--- src/rtl/mult_booth_radix_4_seq_if.sv ---
// Operand/product handshake bundle for mult_booth_radix_4_seq.
// The master drives operands and accepts the product; the slave is the multiplier.
interface mult_booth_radix_4_seq_if #(
    parameter int DATA_WIDTH = 16
);
    logic                      i_valid;
    logic                      o_ready;
    logic                      i_signed;
    logic [DATA_WIDTH-1:0]     iv_a;
    logic [DATA_WIDTH-1:0]     iv_b;
    logic                      o_valid;
    logic                      i_ready;
    logic [2*DATA_WIDTH-1:0]   ov_prod;

    modport master (
        output i_valid, i_signed, iv_a, iv_b, i_ready,
        input  o_ready, o_valid, ov_prod
    );

    modport slave (
        input  i_valid, i_signed, iv_a, iv_b, i_ready,
        output o_ready, o_valid, ov_prod
    );
endinterface

--- src/rtl/mult_booth_radix_4_seq.sv ---
// Iterative radix-4 Booth multiplier, one Booth digit retired per clock.
// Signed or unsigned per operation; valid/ready handshake on both sides.
// Optional build macro MULT_BOOTH_EARLY_EXIT_EN: leave CALC as soon as every
// remaining Booth digit is known to be zero (latency becomes data dependent).
module mult_booth_radix_4_seq #(
    parameter int DATA_WIDTH = 16
) (
    input  logic                      i_clk,
    input  logic                      i_rst,
    mult_booth_radix_4_seq_if.slave   bus
);
    localparam int NUM_DIGITS = DATA_WIDTH / 2 + 1;
    localparam int XW         = 2 * NUM_DIGITS;
    localparam int ACC_W      = 2 * DATA_WIDTH + 2;
    localparam int BW         = DATA_WIDTH + 2;
    localparam int CNT_W      = $clog2(NUM_DIGITS);
    localparam logic [CNT_W-1:0] LAST_DIGIT = CNT_W'(NUM_DIGITS - 1);
    localparam logic [ACC_W-1:0] ACC_ONE    = {{(ACC_W-1){1'b0}}, 1'b1};

    typedef enum logic [1:0] {
        IDLE = 2'd0,
        CALC = 2'd1,
        DONE = 2'd2
    } state_t;

    state_t                   state;
    // Multiplier shift register: bit 0 is x(2k-1), bits [2:1] are x(2k+1), x(2k).
    logic [XW:0]              mplr;
    logic [BW-1:0]            mcand;
    logic [ACC_W-1:0]         acc;
    logic [CNT_W-1:0]         digit;
    logic                     ready_q;
    logic                     valid_q;
    logic [2*DATA_WIDTH-1:0]  prod_q;

    logic [ACC_W-1:0]         b_wide;
    logic [ACC_W-1:0]         term;
    logic [ACC_W-1:0]         acc_next;
    logic                     last_digit;

    assign bus.o_ready = ready_q;
    assign bus.o_valid = valid_q;
    assign bus.ov_prod = prod_q;

    // Booth-recode the current digit, weight it by 4^k and decide whether this is the final digit.
    always_comb begin
        b_wide = {{(ACC_W-BW){mcand[BW-1]}}, mcand};
        term   = '0;
        case (mplr[2:0])
            3'b001, 3'b010: term = b_wide;
            3'b011:         term = b_wide << 1;
            3'b100:         term = ~(b_wide << 1) + ACC_ONE;
            3'b101, 3'b110: term = ~b_wide + ACC_ONE;
            default:        term = '0;
        endcase
        acc_next = acc + (term << {digit, 1'b0});
`ifdef MULT_BOOTH_EARLY_EXIT_EN
        // Once x(2k+1) and every bit above it agree, all later digits recode to zero.
        last_digit = (digit == LAST_DIGIT) || (&mplr[XW:2]) || (~|mplr[XW:2]);
`else
        last_digit = (digit == LAST_DIGIT);
`endif
    end

    // Control FSM with registered handshake outputs and the shift-add datapath.
    always_ff @(posedge i_clk or posedge i_rst) begin
        if (i_rst) begin
            state   <= IDLE;
            mplr    <= '0;
            mcand   <= '0;
            acc     <= '0;
            digit   <= '0;
            ready_q <= 1'b1;
            valid_q <= 1'b0;
            prod_q  <= '0;
        end else begin
            case (state)
                IDLE: begin
                    if (bus.i_valid) begin
                        mplr    <= {{(XW-DATA_WIDTH){bus.i_signed & bus.iv_a[DATA_WIDTH-1]}}, bus.iv_a, 1'b0};
                        mcand   <= {{2{bus.i_signed & bus.iv_b[DATA_WIDTH-1]}}, bus.iv_b};
                        acc     <= '0;
                        digit   <= '0;
                        ready_q <= 1'b0;
                        state   <= CALC;
                    end
                end
                CALC: begin
                    acc   <= acc_next;
                    mplr  <= {{2{mplr[XW]}}, mplr[XW:2]};
                    digit <= digit + 1'b1;
                    if (last_digit) begin
                        prod_q  <= acc_next[2*DATA_WIDTH-1:0];
                        valid_q <= 1'b1;
                        state   <= DONE;
                    end
                end
                DONE: begin
                    if (bus.i_ready) begin
                        valid_q <= 1'b0;
                        ready_q <= 1'b1;
                        state   <= IDLE;
                    end
                end
                default: begin
                    valid_q <= 1'b0;
                    ready_q <= 1'b1;
                    state   <= IDLE;
                end
            endcase
        end
    end
endmodule

--- src/flat_wrapper.sv ---
// flat-port wrapper written by rule: the top's interface ports become plain ports
module mult_booth_radix_4_seq_flat 
#(
    parameter int DATA_WIDTH = 16
)
  (i_clk, i_rst, bus_i_valid, bus_i_signed, bus_iv_a, bus_iv_b, bus_i_ready, bus_o_ready, bus_o_valid, bus_ov_prod);
  mult_booth_radix_4_seq_if #(.DATA_WIDTH(DATA_WIDTH)) bus_i ();
  input  logic i_clk;
  input  logic i_rst;
  input wire logic [$bits(bus_i.i_valid)-1:0] bus_i_valid;
  input wire logic [$bits(bus_i.i_signed)-1:0] bus_i_signed;
  input wire logic [$bits(bus_i.iv_a)-1:0] bus_iv_a;
  input wire logic [$bits(bus_i.iv_b)-1:0] bus_iv_b;
  input wire logic [$bits(bus_i.i_ready)-1:0] bus_i_ready;
  output wire logic [$bits(bus_i.o_ready)-1:0] bus_o_ready;
  output wire logic [$bits(bus_i.o_valid)-1:0] bus_o_valid;
  output wire logic [$bits(bus_i.ov_prod)-1:0] bus_ov_prod;
  assign bus_i.i_valid = bus_i_valid;
  assign bus_i.i_signed = bus_i_signed;
  assign bus_i.iv_a = bus_iv_a;
  assign bus_i.iv_b = bus_iv_b;
  assign bus_i.i_ready = bus_i_ready;
  assign bus_o_ready = bus_i.o_ready;
  assign bus_o_valid = bus_i.o_valid;
  assign bus_ov_prod = bus_i.ov_prod;
  mult_booth_radix_4_seq #(.DATA_WIDTH(DATA_WIDTH)) u_core (.i_clk(i_clk), .i_rst(i_rst), .bus(bus_i));
endmodule
--- config.mk ---
export PLATFORM = sky130hd
export DESIGN_NAME = mult_booth_radix_4_seq_flat
export DESIGN_NICKNAME = d
export VERILOG_FILES = /design/src/rtl/mult_booth_radix_4_seq_if.sv /design/src/rtl/mult_booth_radix_4_seq.sv /design/src/flat_wrapper.sv
export SDC_FILE = /design/constraint.sdc
export NUM_CORES = 1
export LEC_CHECK = 0
export ABC_AREA = 1
export CAP_MARGIN = 10
export CORE_MARGIN = 2
export CORE_UTILIZATION = 55
export CTS_BUF_LIST = sky130_fd_sc_hd__clkbuf_2
export CTS_CLUSTER_DIAMETER = 30
export DETAILED_ROUTE_END_ITERATION = 12
export MAX_ROUTING_LAYER = met4
export PLACE_DENSITY_LB_ADDON = 0.1
export SETUP_SLACK_MARGIN = 0.1
export SYNTH_ARGS = -nofsm -noshare
export SYNTH_HDL_FRONTEND = slang
export SYNTH_SLANG_ARGS = --single-unit
--- constraint.sdc ---
create_clock -name i_clk -period 4.6 [get_ports i_clk]
set_input_delay 0.92 -clock i_clk [delete_from_list [all_inputs] [get_ports i_clk]]
set_output_delay 0.92 -clock i_clk [all_outputs]
set_load 0.05 [all_outputs]
=== Word level (Yosys, flattened, before mapping) ===
Index checks and enable logic that the tools add are counted.
Widths: inputs -> output; s select.

* Bits in registers: 110
* Bits of input ports: 37
* Output and inout port bits: 34
* Logic and storage cells: 60

* $add $sub $neg: 4
* Equal/unequal tests: 12
* Shift operators: 1
* Muxes and demuxes: 17
* Bitwise logic cells: 6
* Reductions and logical operators: 11

{| class="wikitable"
|+ Operator list
! operator !! number
|-
| $pmux 34 s4 || 1
|-
| $add 34x1->34 const B || 2
|-
| $not 34->34 || 2
|-
| $pmux 34 s2 || 1
|-
| $pmux 19 s2 || 1
|-
| $add 34x34->34 || 1
|-
| $mux 34 || 1
|-
| $shl 34x5->34 || 1
|-
| $mux 19 || 1
|-
| $reduce_and 3->1 || 4
|-
| $eq 3x3->1 const B || 3
|-
| $pmux 4 s2 || 1
|-
| $eq 3x2->1 const B || 2
|-
| $mux 2 || 3
|-
| $pmux 1 s3 || 2
|-
| $pmux 2 s3 || 1
|-
| $reduce_and 2->1 || 3
|-
| $add 4x1->4 const B || 1
|-
| $eq 4x4->1 const B || 1
|-
| $mux 1 || 4
|-
| $mux 4 || 1
|-
| $ne 2x2->1 const B || 2
|-
| $reduce_or 2->1 || 2
|-
| $eq 3x1->1 const B || 1
|-
| 7 further kinds || 9
|}

=== Longest topological paths before layout ===
* Word-level depth: 6
* Gate-level depth with buffers: 29
* Depth with buffers taken out: 29

=== Worst setup path before layout ===
OpenSTA, ideal clock, no wires.

* Kind: register to register
* Start point: reg u_core.mcand[0]
* End point: reg u_core.acc[26]
* Setup time: 122 ps
* Data arrival time: 3321 ps
* Required time: 4478 ps
* Slack: 1157 ps
* Stages on the path, launching flop included: 26
* Buffers on the path: 0
* Clock period less this slack: 3443 ps
* Cell sequence: dfrtp_1 > inv_1 > ha_1 > nand2_2 > nor2_1 > nand3_1 > nand3_1 > nand3_1 > nand2_1 > o21ai_0 > o21ai_0 > nand2_1 > o211ai_1 > o31ai_1 > ha_1 > a21oi_1 > inv_1 > nor2_1 > inv_1 > nand2_1 > nand3_1 > inv_1 > nand3_1 > a21o_1 > or2_1 > a32o_1

* Longest elaborated chain between the ends: 6
* Elaborated cells on any way between the ends: 8
* Those cells by class: add/sub (3); shift (1); mux (2); bitwise (2)

{| class="wikitable"
|+ RTL lines
! element !! RTL line !! text
|-
| start: declaration || mult_booth_radix_4_seq.sv:29 || <nowiki>logic [BW-1:0] mcand;</nowiki>
|-
| start signal: assignment || mult_booth_radix_4_seq.sv:81 || <nowiki>mcand <= {{2{bus.i_signed & bus.iv_b[DATA_WIDTH-1]}}, bus.iv_b};</nowiki>
|-
| $not 34->34, on equally long branches || mult_booth_radix_4_seq.sv:53, mult_booth_radix_4_seq.sv:52 ||
|-
| $add 34x1->34, on equally long branches || mult_booth_radix_4_seq.sv:53, mult_booth_radix_4_seq.sv:52 ||
|-
| $pmux 34 s4 (*) || mult_booth_radix_4_seq.sv:49 || <nowiki>case (mplr[2:0])</nowiki>
|-
| $shl 34x5->34 (*) || mult_booth_radix_4_seq.sv:56 || <nowiki>acc_next = acc + (term << {digit, 1'b0});</nowiki>
|-
| $add 34x34->34 (*) || mult_booth_radix_4_seq.sv:56 ||
|-
| $pmux 34 s2 (*) || mult_booth_radix_4_seq.sv:77 || <nowiki>case (state)</nowiki>
|-
| end signal: assignment || mult_booth_radix_4_seq.sv:89 || <nowiki>acc <= acc_next;</nowiki>
|-
| end: declaration || mult_booth_radix_4_seq.sv:30 || <nowiki>logic [ACC_W-1:0] acc;</nowiki>
|}

Every way passes the cells marked *; elsewhere a longest branch is shown, timed or not.
A chain may end at the register's enable or synchronous reset.

=== Worst setup path after layout ===
* Start point: reg u_core.mcand[0]
* End point: reg u_core.prod_q[24], in the netlist u_core.bus.ov_prod[24]

* Longest elaborated chain between the ends: 5
* Elaborated cells on any way between the ends: 7
* Those cells by class: add/sub (3); shift (1); mux (1); bitwise (2)

{| class="wikitable"
|+ RTL lines
! element !! RTL line !! text
|-
| $not 34->34, on equally long branches || mult_booth_radix_4_seq.sv:53, mult_booth_radix_4_seq.sv:52 ||
|-
| $add 34x1->34, on equally long branches || mult_booth_radix_4_seq.sv:53, mult_booth_radix_4_seq.sv:52 ||
|-
| $pmux 34 s4 (*) || mult_booth_radix_4_seq.sv:49 ||
|-
| $shl 34x5->34 (*) || mult_booth_radix_4_seq.sv:56 ||
|-
| $add 34x34->34 (*) || mult_booth_radix_4_seq.sv:56 ||
|-
| end signal: assignment || mult_booth_radix_4_seq.sv:93 || <nowiki>prod_q <= acc_next[2*DATA_WIDTH-1:0];</nowiki>
|-
| end: declaration || mult_booth_radix_4_seq.sv:34 || <nowiki>logic [2*DATA_WIDTH-1:0] prod_q;</nowiki>
|}

Marked as above.

==> results.cfg <==
[status]
outcome = completed

[placement]
dp_hpwl_mm = 16.3
portBuffers = 70
gp_congestion = 0.997
placed_area_sq_mm = 0.00865

[setup_path]
critPathLaunchType = flip-flop
crit_required_ps = 5230
crit_type = flip-flop to flip-flop
cp-end-kind = flip-flop
path_max_fanout = 6
critPathArrivalTime_ps = 4760
r2r_cells = 23

[floorplanning]
ios = 71
core_sq_mm = 0.0138
initial_utilization = 0.561
die-area_sq_mm = 0.0151
num_rows = 43
die_w_um = 123
die_h_um = 123

[synthesis]
synth_edf_count = 0
avgSynthCellArea_sq_um = 6.91
syn_area_sq_mm = 0.00776
synth_top_area_cell = dfrtp_1
synth_nets = 1196
netlist_instances = 1123
ys_types = 46
yosysSeqAreaShare = 0.348
synth_seq_cells = 108
synth_top_cell_area_share = 0.345
synth_flop_cell = dfrtp_1
yosysWarnings = 0
synthArstFlopShare = 1.00
synthTopCellsByArea = dfrtp_1, nand2_1, nand3_1

[global_route]
grt_overflow = 0
grt_first_pass_wirelength_mm = 35.7
grt_max_degree = 52
antenna_found_initial = 0
grt_usage = 0.310
first_global_vias = 7081

[final_layout]
layout_common_cells = nand2_1, nand3_1, inv_1, dfrtp_1, o21ai_0
nets = 1256
multi_input_area_sq_mm = 0.00446
layout-drive-gt1-share = 0.0623
final_core_util = 0.643
layout_commonest_cell = nand2_1
design_area_sq_mm = 0.00889
nFillCells = 1278
diodes = 0
syn_to_final_growth_pct = 14.5
area.sequential_sq_mm = 0.00271

[clocking]
cts_root_buf = clkbuf_2
clkSinkCount = 108
clk_pin_slew_worst_paths_ps = 330
clk_path_buf_depth = 2
clk_latency_ps = 680
cts_tree = yes
htreeDepth = 3
cts_buffers = 9

[sta]
setup_tns_ps = 0
drv_slew = 0
fmax_mhz = 242
rsz0062_at_grt = false
relSlewSlack = 0.496
final-setup-viol-count = 0
final.period_utilization = 0.897
tightest_slew_ps = 756
min_period_ps = 4130
hold_viol = 0
finClkSkew_ps = 45.3

[detailed_routing]
ant_nets = 0
via_count = 7756
drtIter0Drc = 758
drc = 0
vias_per_cell = 5.67
wl_mm = 21.4
drt-pass1-iter-count = 5
avgRoutedWirePerCell_um = 15.6

[flow_run]
cap_violations = 0

[min_path]
whs_path_depth = 2
min_path_type = flip-flop to flip-flop
==> sequential cells by signal, summed over array words and instances (netlist names) <==
signal	flops
u_core.mcand	17
u_core.state	2
u_core.bus.o_ready	1
u_core.acc	32
u_core.mplr	19
u_core.bus.ov_prod	32
u_core.bus.o_valid	1
u_core.digit	4
==> cell families after synthesis <==
group,share of synthesized area
xor+xnor,0.0237
buf+inv,0.0840
flops,0.348
mux,0.00387
fa+ha+maj,0.0590
simple gates,0.300
compound gates,0.182
==> per-stage QoR <==
| stage | setup WS [ps] | std cells | hold WS, ps |
|---|---|---|---|
| 6_report | 474 | 1368 | 515 |
| 5_1_grt | 105 | 1368 | 538 |
| 4_1_cts | 378 | 1363 | 520 |
| 3_5_place_dp | 367 | 1347 | 466 |
| 3_3_place_gp | 390 | 1347 | 457 |
| 2_1_floorplan | 836 | 1123 | 450 |
==> cells in the mapped netlist, types with 2 or more instances <==
| cell type | count |
|---|---|
| nand2_1 | 286 |
| inv_1 | 115 |
| nand3_1 | 115 |
| dfrtp_1 | 107 |
| o21ai_0 | 89 |
| nor2_1 | 82 |
| a21oi_1 | 60 |
| ha_1 | 35 |
| o22ai_1 | 35 |
| clkbuf_1 | 31 |
| o21ai_1 | 20 |
| xor2_1 | 14 |
| nor3_1 | 13 |
| nand4_1 | 10 |
| o211ai_1 | 9 |
| buf_2 | 8 |
| or2_1 | 8 |
| a31oi_1 | 7 |
| xnor2_1 | 7 |
| a32o_1 | 6 |
| nand3b_1 | 6 |
| inv_2 | 5 |
| o31ai_1 | 5 |
| buf_1 | 4 |
| nand2_2 | 4 |
| o21a_1 | 4 |
| or2_2 | 4 |
| a21o_1 | 3 |
| clkinv_1 | 3 |
| mux2i_1 | 3 |
| nand3_2 | 3 |
| nor2_4 | 3 |
| o21bai_1 | 3 |
| a22o_1 | 2 |
| nor2_2 | 2 |
| nor4_1 | 2 |
==> metal layers <==
metal,GRT usage,vias to the layer above,share of wire
li1,-,3887,-
met1,0.466,3616,0.51
met2,0.452,237,0.43
met3,0.0316,16,0.052
met4,0.0639,0,0.0095
met5,-,-,0
==> worst max-delay path: stages, from the launching register on <==
cell	delay [ps]
dfrtp_1	470
inv_1	130
ha_2	250
nand2_2	120
nor2_4	210
nand3_1	130
nand3_1	100
nand3_1	110
mux2i_1	210
or2_1	150
nand3_1	60
o21ai_1	150
nor2_1	100
ha_1	350
a21oi_1	160
inv_1	70
a31oi_1	210
o31ai_1	120
a21oi_1	270
o21ai_1	170
a21o_1	210
or2_1	220
nand3_1	80
nand2_1	60
==> repair_timing <==
item | 4_1_cts | 5_1_grt
hold endpoints to repair | 0 | 0
resized for setup | 0 | 12
hold buffers | 0 | 0
buffers inserted | 0 | 5
setup endpoints to repair | 0 | 17
==> path summary, 6_finish.rpt <==
path | startpoint | end | slack [ps]
worst max-delay path | u_core.mcand[0]$_DFFE_PP0P_ | u_core.bus.ov_prod[24]$_DFFE_PP0P_ | 470
worst min-delay path | u_core.bus.o_ready$_DFFE_PP1P_ | u_core.bus.o_ready$_DFFE_PP1P_ | 520
worst max register to register | u_core.mcand[0]$_DFFE_PP0P_ | u_core.bus.ov_prod[24]$_DFFE_PP0P_ | 470
worst min register to register | u_core.bus.o_ready$_DFFE_PP1P_ | u_core.bus.o_ready$_DFFE_PP1P_ | 520
max in group asynchronous | i_rst | u_core.acc[3]$_DFFE_PP0P_ | 3110
min in group asynchronous | i_rst | u_core.mplr[8]$_DFFE_PP0P_ | 570
==> layout make-up <==
cell class              instances  share of cell area
clock buffers                   9             0.00507
multi-input cells             847               0.501
repair buffers                 94              0.0991
inverters                     123              0.0522
well taps                     180              0.0253
flip-flops and latches        108               0.304
clock inverters                 7              0.0129
Power is left out: the tool's default activity adds up to more than one toggle a clock period on the data nets, which glitch-free logic cannot reach.
